### src/rtl/ams_slow_adc_monitor.sv
// Per-channel slow-ADC monitor: latest sample, windowed average, min/max, hi/lo threshold alarms, level irq.
// Latency: sample effects visible 1 cycle after the strobe; irq 1 cycle after alarm_sts; bus read data/ack 1 cycle.
// Backpressure: none; every strobe and every bus request is accepted in its cycle.
//
// Ports: clk_i/rst_i (sync, active high); smp_vld_i/smp_ch_i/smp_dat_i sample strobe;
//        sys_* simple register bus (addr[11:0] decoded, err tied 0); irq_o = |(alarm_sts & alarm_msk), registered.
// Optional: define AMS_MON_HYST_EN to require 2 consecutive out-of-range samples before an alarm bit sets.
module ams_slow_adc_monitor #(
    parameter int NCH      = 8,
    parameter int DW       = 12,
    parameter int AVG_LOG2 = 4,
    parameter int CHW      = 6
) (
    input  logic           clk_i,
    input  logic           rst_i,
    input  logic           smp_vld_i,
    input  logic [CHW-1:0] smp_ch_i,
    input  logic [DW-1:0]  smp_dat_i,
    output logic           irq_o,
    input  logic [31:0]    sys_addr_i,
    input  logic [31:0]    sys_wdata_i,
    input  logic           sys_wen_i,
    input  logic           sys_ren_i,
    output logic [31:0]    sys_rdata_o,
    output logic           sys_err_o,
    output logic           sys_ack_o
);
    localparam int AW       = 2 * NCH;
    localparam int ACCW     = DW + AVG_LOG2;
    localparam int CNTW     = (AVG_LOG2 > 0) ? AVG_LOG2 : 1;
    localparam int WIN_LAST = (1 << AVG_LOG2) - 1;

    logic [DW-1:0]   latest [NCH];
    logic [DW-1:0]   avg    [NCH];
    logic [DW-1:0]   min_v  [NCH];
    logic [DW-1:0]   max_v  [NCH];
    logic [DW-1:0]   thr_hi [NCH];
    logic [DW-1:0]   thr_lo [NCH];
    logic [ACCW-1:0] acc    [NCH];
    logic [CNTW-1:0] cnt    [NCH];
    logic [NCH-1:0]  avg_vld;
    logic [AW-1:0]   alarm_sts;
    logic [AW-1:0]   alarm_msk;

    // Bus decode
    logic [11:0]    addr;
    logic           ch_space;
    logic [5:0]     addr_ch;
    logic [1:0]     addr_reg;
    logic           wr_sts, wr_msk, clr_stats;
    logic [AW+31:0] wdat_ext;
    logic [AW-1:0]  wmask;

    assign addr      = sys_addr_i[11:0];
    assign ch_space  = (addr[11:10] == 2'b00);
    assign addr_ch   = addr[9:4];
    assign addr_reg  = addr[3:2];
    assign wr_sts    = sys_wen_i && (addr == 12'h400);
    assign wr_msk    = sys_wen_i && (addr == 12'h404);
    assign clr_stats = sys_wen_i && (addr == 12'h408) && sys_wdata_i[0];
    // Zero-extend so the mask slice is legal for any NCH (only the low 32 alarm bits are bus-visible).
    assign wdat_ext  = {{AW{1'b0}}, sys_wdata_i};
    assign wmask     = wdat_ext[AW-1:0];

    // Per-channel combinational terms. Channel indices >= NCH never match, so such samples are dropped.
    logic [NCH-1:0]  smp_hit, over_hi, under_lo, thr_wr;
    logic [ACCW-1:0] acc_sum [NCH];
    logic [DW-1:0]   avg_new [NCH];

    always_comb begin
        for (int c = 0; c < NCH; c++) begin
            smp_hit[c]  = smp_vld_i && (smp_ch_i == CHW'(c));
            over_hi[c]  = smp_dat_i > thr_hi[c];
            under_lo[c] = smp_dat_i < thr_lo[c];
            thr_wr[c]   = sys_wen_i && ch_space && (addr_ch == 6'(c)) && (addr_reg == 2'd3);
            acc_sum[c]  = acc[c] + ACCW'(smp_dat_i);
            avg_new[c]  = DW'(acc_sum[c] >> AVG_LOG2);
        end
    end

    logic [AW-1:0] alarm_set;

`ifdef AMS_MON_HYST_EN
    // One pending flag per direction: an alarm needs the previous sample of that channel out of range too.
    logic [NCH-1:0] pend_hi, pend_lo;

    always_ff @(posedge clk_i) begin
        if (rst_i || clr_stats) begin
            pend_hi <= '0;
            pend_lo <= '0;
        end else begin
            for (int c = 0; c < NCH; c++) begin
                if (smp_hit[c]) begin
                    pend_hi[c] <= over_hi[c];
                    pend_lo[c] <= under_lo[c];
                end
            end
        end
    end

    always_comb begin
        alarm_set = '0;
        for (int c = 0; c < NCH; c++) begin
            alarm_set[2*c]   = smp_hit[c] && over_hi[c] && pend_hi[c];
            alarm_set[2*c+1] = smp_hit[c] && under_lo[c] && pend_lo[c];
        end
    end
`else
    always_comb begin
        alarm_set = '0;
        for (int c = 0; c < NCH; c++) begin
            alarm_set[2*c]   = smp_hit[c] && over_hi[c];
            alarm_set[2*c+1] = smp_hit[c] && under_lo[c];
        end
    end
`endif

    // Channel state, alarms and irq. Threshold compare uses pre-write thresholds; clear beats sample stats.
    always_ff @(posedge clk_i) begin
        if (rst_i) begin
            for (int c = 0; c < NCH; c++) begin
                latest[c] <= '0;
                avg[c]    <= '0;
                min_v[c]  <= '1;
                max_v[c]  <= '0;
                thr_hi[c] <= '1;
                thr_lo[c] <= '0;
                acc[c]    <= '0;
                cnt[c]    <= '0;
            end
            avg_vld   <= '0;
            alarm_sts <= '0;
            alarm_msk <= '0;
            irq_o     <= 1'b0;
        end else begin
            for (int c = 0; c < NCH; c++) begin
                if (smp_hit[c]) begin
                    latest[c] <= smp_dat_i;
                end
                if (thr_wr[c]) begin
                    thr_hi[c] <= sys_wdata_i[DW-1+16:16];
                    thr_lo[c] <= sys_wdata_i[DW-1:0];
                end
                if (clr_stats) begin
                    acc[c]     <= '0;
                    cnt[c]     <= '0;
                    avg_vld[c] <= 1'b0;
                    min_v[c]   <= '1;
                    max_v[c]   <= '0;
                end else if (smp_hit[c]) begin
                    if (smp_dat_i < min_v[c]) min_v[c] <= smp_dat_i;
                    if (smp_dat_i > max_v[c]) max_v[c] <= smp_dat_i;
                    if (cnt[c] == CNTW'(WIN_LAST)) begin
                        avg[c]     <= avg_new[c];
                        avg_vld[c] <= 1'b1;
                        acc[c]     <= '0;
                        cnt[c]     <= '0;
                    end else begin
                        acc[c] <= acc_sum[c];
                        cnt[c] <= cnt[c] + CNTW'(1);
                    end
                end
            end
            // Set after clear so a new alarm in the same cycle as its W1C survives.
            alarm_sts <= (alarm_sts & ~(wr_sts ? wmask : '0)) | alarm_set;
            if (wr_msk) alarm_msk <= wmask;
            irq_o <= |(alarm_sts & alarm_msk);
        end
    end

    // Read mux (unmapped addresses return 0)
    logic [31:0]    rd_val;
    logic [AW+31:0] sts_ext, msk_ext;

    assign sts_ext = {32'b0, alarm_sts};
    assign msk_ext = {32'b0, alarm_msk};

    always_comb begin
        rd_val = '0;
        if (ch_space) begin
            for (int c = 0; c < NCH; c++) begin
                if (addr_ch == 6'(c)) begin
                    case (addr_reg)
                        2'd0:    rd_val = 32'(latest[c]);
                        2'd1:    rd_val = {avg_vld[c], 31'b0} | 32'(avg[c]);
                        2'd2:    rd_val = (32'(max_v[c]) << 16) | 32'(min_v[c]);
                        default: rd_val = (32'(thr_hi[c]) << 16) | 32'(thr_lo[c]);
                    endcase
                end
            end
        end else begin
            case (addr)
                12'h400: rd_val = sts_ext[31:0];
                12'h404: rd_val = msk_ext[31:0];
                12'h40C: rd_val = {8'(NCH), 8'(DW), 8'(AVG_LOG2), 8'h01};
                default: rd_val = '0;
            endcase
        end
    end

    always_ff @(posedge clk_i) begin
        if (rst_i) begin
            sys_rdata_o <= '0;
            sys_ack_o   <= 1'b0;
        end else begin
            sys_rdata_o <= sys_ren_i ? rd_val : '0;
            sys_ack_o   <= sys_wen_i | sys_ren_i;
        end
    end

    assign sys_err_o = 1'b0;

    logic unused_bits;
    assign unused_bits = ^{sys_addr_i[31:12], addr[1:0], sys_wdata_i,
                           sts_ext[AW+31:32], msk_ext[AW+31:32], wdat_ext[AW+31:AW]};

endmodule
### config.mk
export PLATFORM = sky130hd
export DESIGN_NAME = ams_slow_adc_monitor
export DESIGN_NICKNAME = d
export VERILOG_FILES = /design/src/rtl/ams_slow_adc_monitor.sv
export SDC_FILE = /design/constraint.sdc
export NUM_CORES = 2
export LEC_CHECK = 0
export CORE_UTILIZATION = 59
export CTS_BUF_LIST = sky130_fd_sc_hd__clkbuf_2 sky130_fd_sc_hd__clkbuf_4 sky130_fd_sc_hd__clkbuf_8
export DETAILED_ROUTE_END_ITERATION = 7
export PLACE_DENSITY_LB_ADDON = 0.1
export SETUP_SLACK_MARGIN = 0.1
export SKIP_CTS_REPAIR_TIMING = 1
export SYNTH_ARGS = -nofsm -noshare
export SYNTH_HDL_FRONTEND = slang
export SYNTH_SLANG_ARGS = --single-unit
### constraint.sdc
create_clock -name clk_i -period 4.1 [get_ports clk_i]
set_clock_uncertainty 0.2 [all_clocks]
set_input_delay 0.82 -clock clk_i [delete_from_list [all_inputs] [get_ports clk_i]]
set_output_delay 0.82 -clock clk_i [all_outputs]
set_load 0.02 [all_outputs]
## Word level (Yosys, flattened, before mapping)

Memory sizes are Yosys's and may differ from the RTL's.
Cells that the tools add are included.

- Bits in registers: 74
- Output and inout bits: 35
- Memory bits (writable): 736
- Bits in read-only memories: 0
- Latch bits: 0
- Memories kept: 8
- Bits of input ports: 87

- Magnitude comparators: 32
- Add/subtract/negate cells: 16
- Reductions and logical operators: 60
- Eq/ne operators: 29
- Bitwise logic cells: 142
- Divide/modulo/power cells: 0
- Multiply operators: 0
- Muxes and demuxes: 344
- Shifts and indexed selects: 0

Memory list:

| memory | depth | bits a word | read ports | clocked after Yosys merged registers in | write ports | RTL line | text |
|---|---|---|---|---|---|---|---|
| acc | 8 | 16 | 8 | 0 | 8 | 39 | `logic [ACCW-1:0] acc [NCH];` |
| avg | 8 | 12 | 8 | 0 | 8 | 34 | `logic [DW-1:0] avg [NCH];` |
| latest | 8 | 12 | 8 | 0 | 8 | 33 | `logic [DW-1:0] latest [NCH];` |
| max_v | 8 | 12 | 8 | 0 | 8 | 36 | `logic [DW-1:0] max_v [NCH];` |
| min_v | 8 | 12 | 8 | 0 | 8 | 35 | `logic [DW-1:0] min_v [NCH];` |
| thr_hi | 8 | 12 | 8 | 0 | 8 | 37 | `logic [DW-1:0] thr_hi [NCH];` |
| 2 more memories | - | - | - | - | - | - |  |

Operator list:

| cell | count |
|---|---|
| 12-bit 2-to-1 mux | 64 |
| 32-bit one-hot mux with 3 select lines | 8 |
| 28-bit by 12-bit bitwise OR with 28-bit output | 16 |
| 16-bit 2-to-1 mux | 25 |
| 32-bit 2-to-1 mux | 9 |
| 32-bit by 12-bit bitwise OR with 32-bit output | 8 |
| 1-bit 2-to-1 mux | 213 |
| 12-bit > comparator | 16 |
| 12-bit < comparator | 16 |
| 16-bit by 12-bit adder with 16-bit output | 8 |
| 1-bit bitwise OR | 113 |
| 4-bit 2-to-1 mux | 24 |
| 28-bit one-hot mux with 3 select lines | 1 |
| 12-bit by 11-bit == test with 1-bit output, second input constant | 4 |
| 6-bit by 3-bit == test with 1-bit output, second input constant | 8 |
| 1-bit logical AND | 45 |
| 4-bit by 1-bit adder with 4-bit output, second input constant | 8 |
| 16-bit bitwise AND | 2 |
| 4-bit == test, second input constant | 8 |
| 6-bit by 2-bit == test with 1-bit output, second input constant | 4 |
| 16-bit inverter | 1 |
| 16-bit bitwise OR | 1 |
| 2-bit AND reduction | 8 |
| 16-bit OR reduction | 1 |
| 7 further kinds | 12 |

## Depth between registers and ports, before layout

An unclocked memory read counts as a cell.

- Depth in word-level cells: 12
- Depth in mapped cells: 12

## Worst setup path before layout

No wires, ideal clock.

- Path kind: input -> register
- Start point: input smp_dat_i[0]
- End point: memory max_v[3][0] (netlist: max_v[0][36]), enable pin
- Stages on the path: 11
- Buffers on the path: 3
- Slack: 0.008 ns
- Setup time: 0.398 ns
- Arrival: 3.495 ns
- Cells stage by stage: clkbuf_1 -> clkbuf_1 -> inv_1 -> clkbuf_1 -> ha_1 -> nor2b_1 -> nor3_1 -> o21bai_1 -> a21oi_1 -> a22o_1 -> o21ai_0

RTL lines:

| element | RTL line | text |
|---|---|---|
| start: declaration | 18 | `input logic [DW-1:0] smp_dat_i,` |
| end: declaration | 36 |  |

==> reports/summary.txt <==
RUN STATUS
---------------------------------------------------------------------------------
Run status                                                           finished clean

SYNTH
---------------------------------------------------------------------------------
Synthesized instance count                                                   4443
Post-synthesis area per instance                                        10.9 um^2
Area share of the leading cell type in the synthesized netlist              45.6%
Warnings, synthesis                                                             0
Unique cell type count in the Yosys netlist                                    86
Synth top area cells                                                 edfxtp_1 (46%), ha_1 (12%), mux4_2 (4.6%)
Cell type contributing the most total cell area after synthesis          edfxtp_1
Total standard cell area after synthesis                               48400 um^2
Ys async rst share                                                             0%
Synthesis-stage register bit count                                            807
Sequential element share of the synthesized area                            48.6%
Number of synthesized flops with an enable pin                                736
Most used DFF post-synth                                                 edfxtp_1

STA
---------------------------------------------------------------------------------
Count of final setup violators                                                  0
Final critical-path share of the clock period                               80.9%
Post-route worst setup slack                                             0.783 ns
Actual transition at the worst max-transition pin                         1.18 ns
Max Clk Rate                                                              301 MHz
Final number of hold-violating endpoints                                        0
Post-Route Setup TNS                                                         0 ns
Shortest period the worst path allows                                     3.32 ns
Unrepaired setup endpoints after global routing                             false
Final-report max-slew violation count                                           0
Slew margin rel.                                                            21.1%

CELLS AND AREA
---------------------------------------------------------------------------------
Post-route core utilization                                                 67.9%
Number of nets at the end of the flow                                        5315
Layout cell share with drive strength beyond 1                              13.8%
Filler cell count in the final layout                                        6227
Area Overhead vs Synth                                                      13.4%
Post-route non-filler standard cell count                                    5928

PWR
---------------------------------------------------------------------------------
Peak supply drop                                                         0.315 mV
Proportion of power drawn by the clock network                              39.1%
Fraction of power consumed by sequential logic                              47.2%
Switching share of power                                                    27.4%
Switching Power                                                           5.50 mW
Reported leakage power                                                    23.1 nW
Internal Dissipation                                                      14.6 mW
Power share of the combinational group                                      13.7%
Total power draw                                                          20.1 mW
Power Density                                                         366 nW/um^2

SETUP PATH
---------------------------------------------------------------------------------
Kind of critical path                                                primary input to flop
Req. time, crit path                                                      4.32 ns
Stage delay of the slowest cell on the critical path                      0.84 ns
Nature of the critical path startpoint                               primary input
R2R Setup Slk                                                             1.23 ns
Maximum net fanout on the critical path                                        12
Critical path data arrival time                                           3.53 ns
List of cells traversed by the critical path                         clkdlybuf4s50_1 -> and4b_1 -> a41oi_4 -> and2_1 -> nand3_2 -> o21ai_1
Setup crit end kind                                                          flop
Critical-path top delay cell                                              o21ai_1

FLOORPLANNING
---------------------------------------------------------------------------------
Number of top-level pins                                                      122
Standard cell core area                                                80900 um^2
Starting density of the core                                                59.9%
Die width                                                                  289 um
Height of the chip                                                         289 um
Die Footprint                                                          83300 um^2
Number of placement rows                                                      104

CLOCK NETWORK
---------------------------------------------------------------------------------
Number of buffers added by the clock tree synthesis step                      143
Clock Tree Buf Depth                                                            3
Root Buffer Master                                                       clkbuf_8
Clock tree from TritonCTS                                                   built
Total number of clock tree sinks                                              807
H-tree level count                                                              4
Register clock-pin slew on the reported worst setup and hold paths        0.06 ns
Clk_lat worst skew                                                        0.82 ns

ROUTE
---------------------------------------------------------------------------------
Post-detailed-route count of antenna-violating nets                             0
Iter 0 DRT Violations                                                        4920
Detailed Route WL                                                       166000 um
DRC violations left                                                             0
WL/cell                                                                   28.1 um
Iteration count of the initial detailed-routing pass                            6
Total number of vias                                                        38200
Post-detailed-route via-to-cell ratio                                        6.44

PLACEMENT
---------------------------------------------------------------------------------
Final GP Congestion                                                          1.04
Quantity of I/O buffers inserted on ports                                      93
Post-DP HPWL                                                            121000 um
Placed cell count                                                            5663
Place WS                                                                0.0915 ns

GLOBAL ROUTE
---------------------------------------------------------------------------------
Remaining global-route overflow                                                 0
Initial antenna violation count                                                 8
Total track usage                                                           40.1%
Number of global-route vias before repair                                   36200
Most crowded layer after global routing                                      met2
Met3 Resource Use GR                                                        10.8%
Met2 track utilization from global routing                                  58.7%
Met1 track demand over resource                                             53.6%
Pin count of the biggest net entering global routing                           64
First-pass GRT wire length                                              238000 um

FLOW RUN
---------------------------------------------------------------------------------
Number of max-cap violations                                                    0

MIN PATH
---------------------------------------------------------------------------------
Hold WC Path Type                                                    primary input to flop

## layout by cell type, fill, tap and decap left out, types with 34 or more instances in the layout
master,netlist,final
clkbuf_4,0,60
a21o_1,81,81
nor2b_1,77,77
mux2i_1,61,61
or3_1,94,94
mux4_2,99,99
nand2_1,276,276
o21ai_0,177,175
clkbuf_8,0,159
dfxtp_1,71,71
and2_1,88,88
buf_4,20,217
a211oi_1,41,41
nand4_1,37,37
nor3_1,71,71
a21oi_1,229,229
nand2b_1,119,119
nor2_1,453,452
xor2_1,60,60
nand3_1,92,92
clkdlybuf4s50_1,0,76
o22ai_1,34,34
and3_1,46,46
ha_1,472,472
xnor2_1,43,43
edfxtp_1,736,736
inv_1,450,449
## metrics by stage
stage	hold slack [ns]	instance area (um^2)
2_1_floorplan	0.218	48500
3_3_place_gp	0.256	52000
3_5_place_dp	0.265	52000
4_1_cts	0.152	54900
5_1_grt	0.190	54900
6_report	0.208	55000
## layer usage
| metal | up-vias | part of all wire [%] | routed length, um |
|---|---|---|---|
| met1 | 18400 | 38 | 63500 |
| li1 | 16800 | - | - |
| met2 | 2416 | 43 | 71200 |
| met3 | 508 | 13 | 21200 |
| met5 | - | 0.026 | 43 |
| met4 | 6 | 6.3 | 10500 |
## worst max-delay path: cells and delay by family
kind | cells | cell delay (ns)
AND/OR/NAND/NOR | 3 | 0.93
buffers and inverters | 1 | 0.57
AO/OA/AOI/OAI | 2 | 1.20
## state kept, by name (all words and copies together), names as in the netlist
name         cells
acc            128
avg             96
latest          96
max_v           96
min_v           96
thr_hi          96
thr_lo          96
cnt             32
sys_rdata_o     29
alarm_msk       16
alarm_sts       16
avg_vld          8
irq_o            1
sys_ack_o        1
## cell families after synthesis
kind of cell	Yosys count	share of synthesized area [%]
muxes	178	6.31
and+or+nand+nor	1420	14.4
DFF	807	48.6
buffers and inverters	622	5.22
xor gates and xnor gates	103	1.86
other	1	0.00774
AOI/OAI and AO/OA	832	11.1
adders and majority gates	480	12.5
## power groups by stage
| stage | combinational (mW) | clock [mW] | sequential, mW |
|---|---|---|---|
| 6_report | 2.76 | 7.86 | 9.48 |
| 5_1_grt | 2.95 | 8.20 | 9.50 |
| 4_1_cts | 2.70 | 7.87 | 9.47 |
| 3_5_place_dp | 2.68 | 0 | 9.64 |
| 3_3_place_gp | 2.64 | 0 | 9.63 |
| 2_1_floorplan | 1.58 | 0 | 9.55 |
## final cells by class
| type | instances | area, um^2 | area share, % |
|---|---|---|---|
| multi-input combinational | 3017 | 22400 | 40.8 |
| inverter | 452 | 1700 | 3.09 |
| timing repair buffer | 327 | 3020 | 5.50 |
| antenna | 8 | 20.0 | 0.0364 |
| clock inverter | 38 | 295 | 0.537 |
| sequential | 807 | 23500 | 42.8 |
| clock buffer | 219 | 2640 | 4.80 |
| tap | 1060 | 1330 | 2.41 |
## final timing paths
kind / to / from / depth (start not counted)
worst max register to register: max_v[0][37] / max_v[0][43] / 8
worst max-delay path: max_v[0][37] / sys_wen_i / 6
worst min register to register: alarm_msk[11] / alarm_msk[11] / 2
worst min-delay path: alarm_msk[9] / rst_i / 2
## cell usage after synthesis (all sizes together) (12+ instances only)
cell     instances
edfxtp         736
ha             472
nor2           458
inv            451
nand2          278
a21oi          229
o21ai          180
nand2b         119
mux4           100
clkbuf          94
nand3           94
or3             94
and2            90
a21o            81
nor2b           77
buf             76
nor3            73
dfxtp           71
mux2i           61
xor2            60
and3            46
xnor2           43
a211oi          41
nand4           37
o22ai           34
a31oi           30
o21a            29
a22oi           27
a221oi          25
or2             23
o21bai          20
mux2            17
a2111oi         14
o211ai          14
o2111ai         13
o31a            13
a31o            12
No activity file was read; power rests on OpenSTA's default activity.
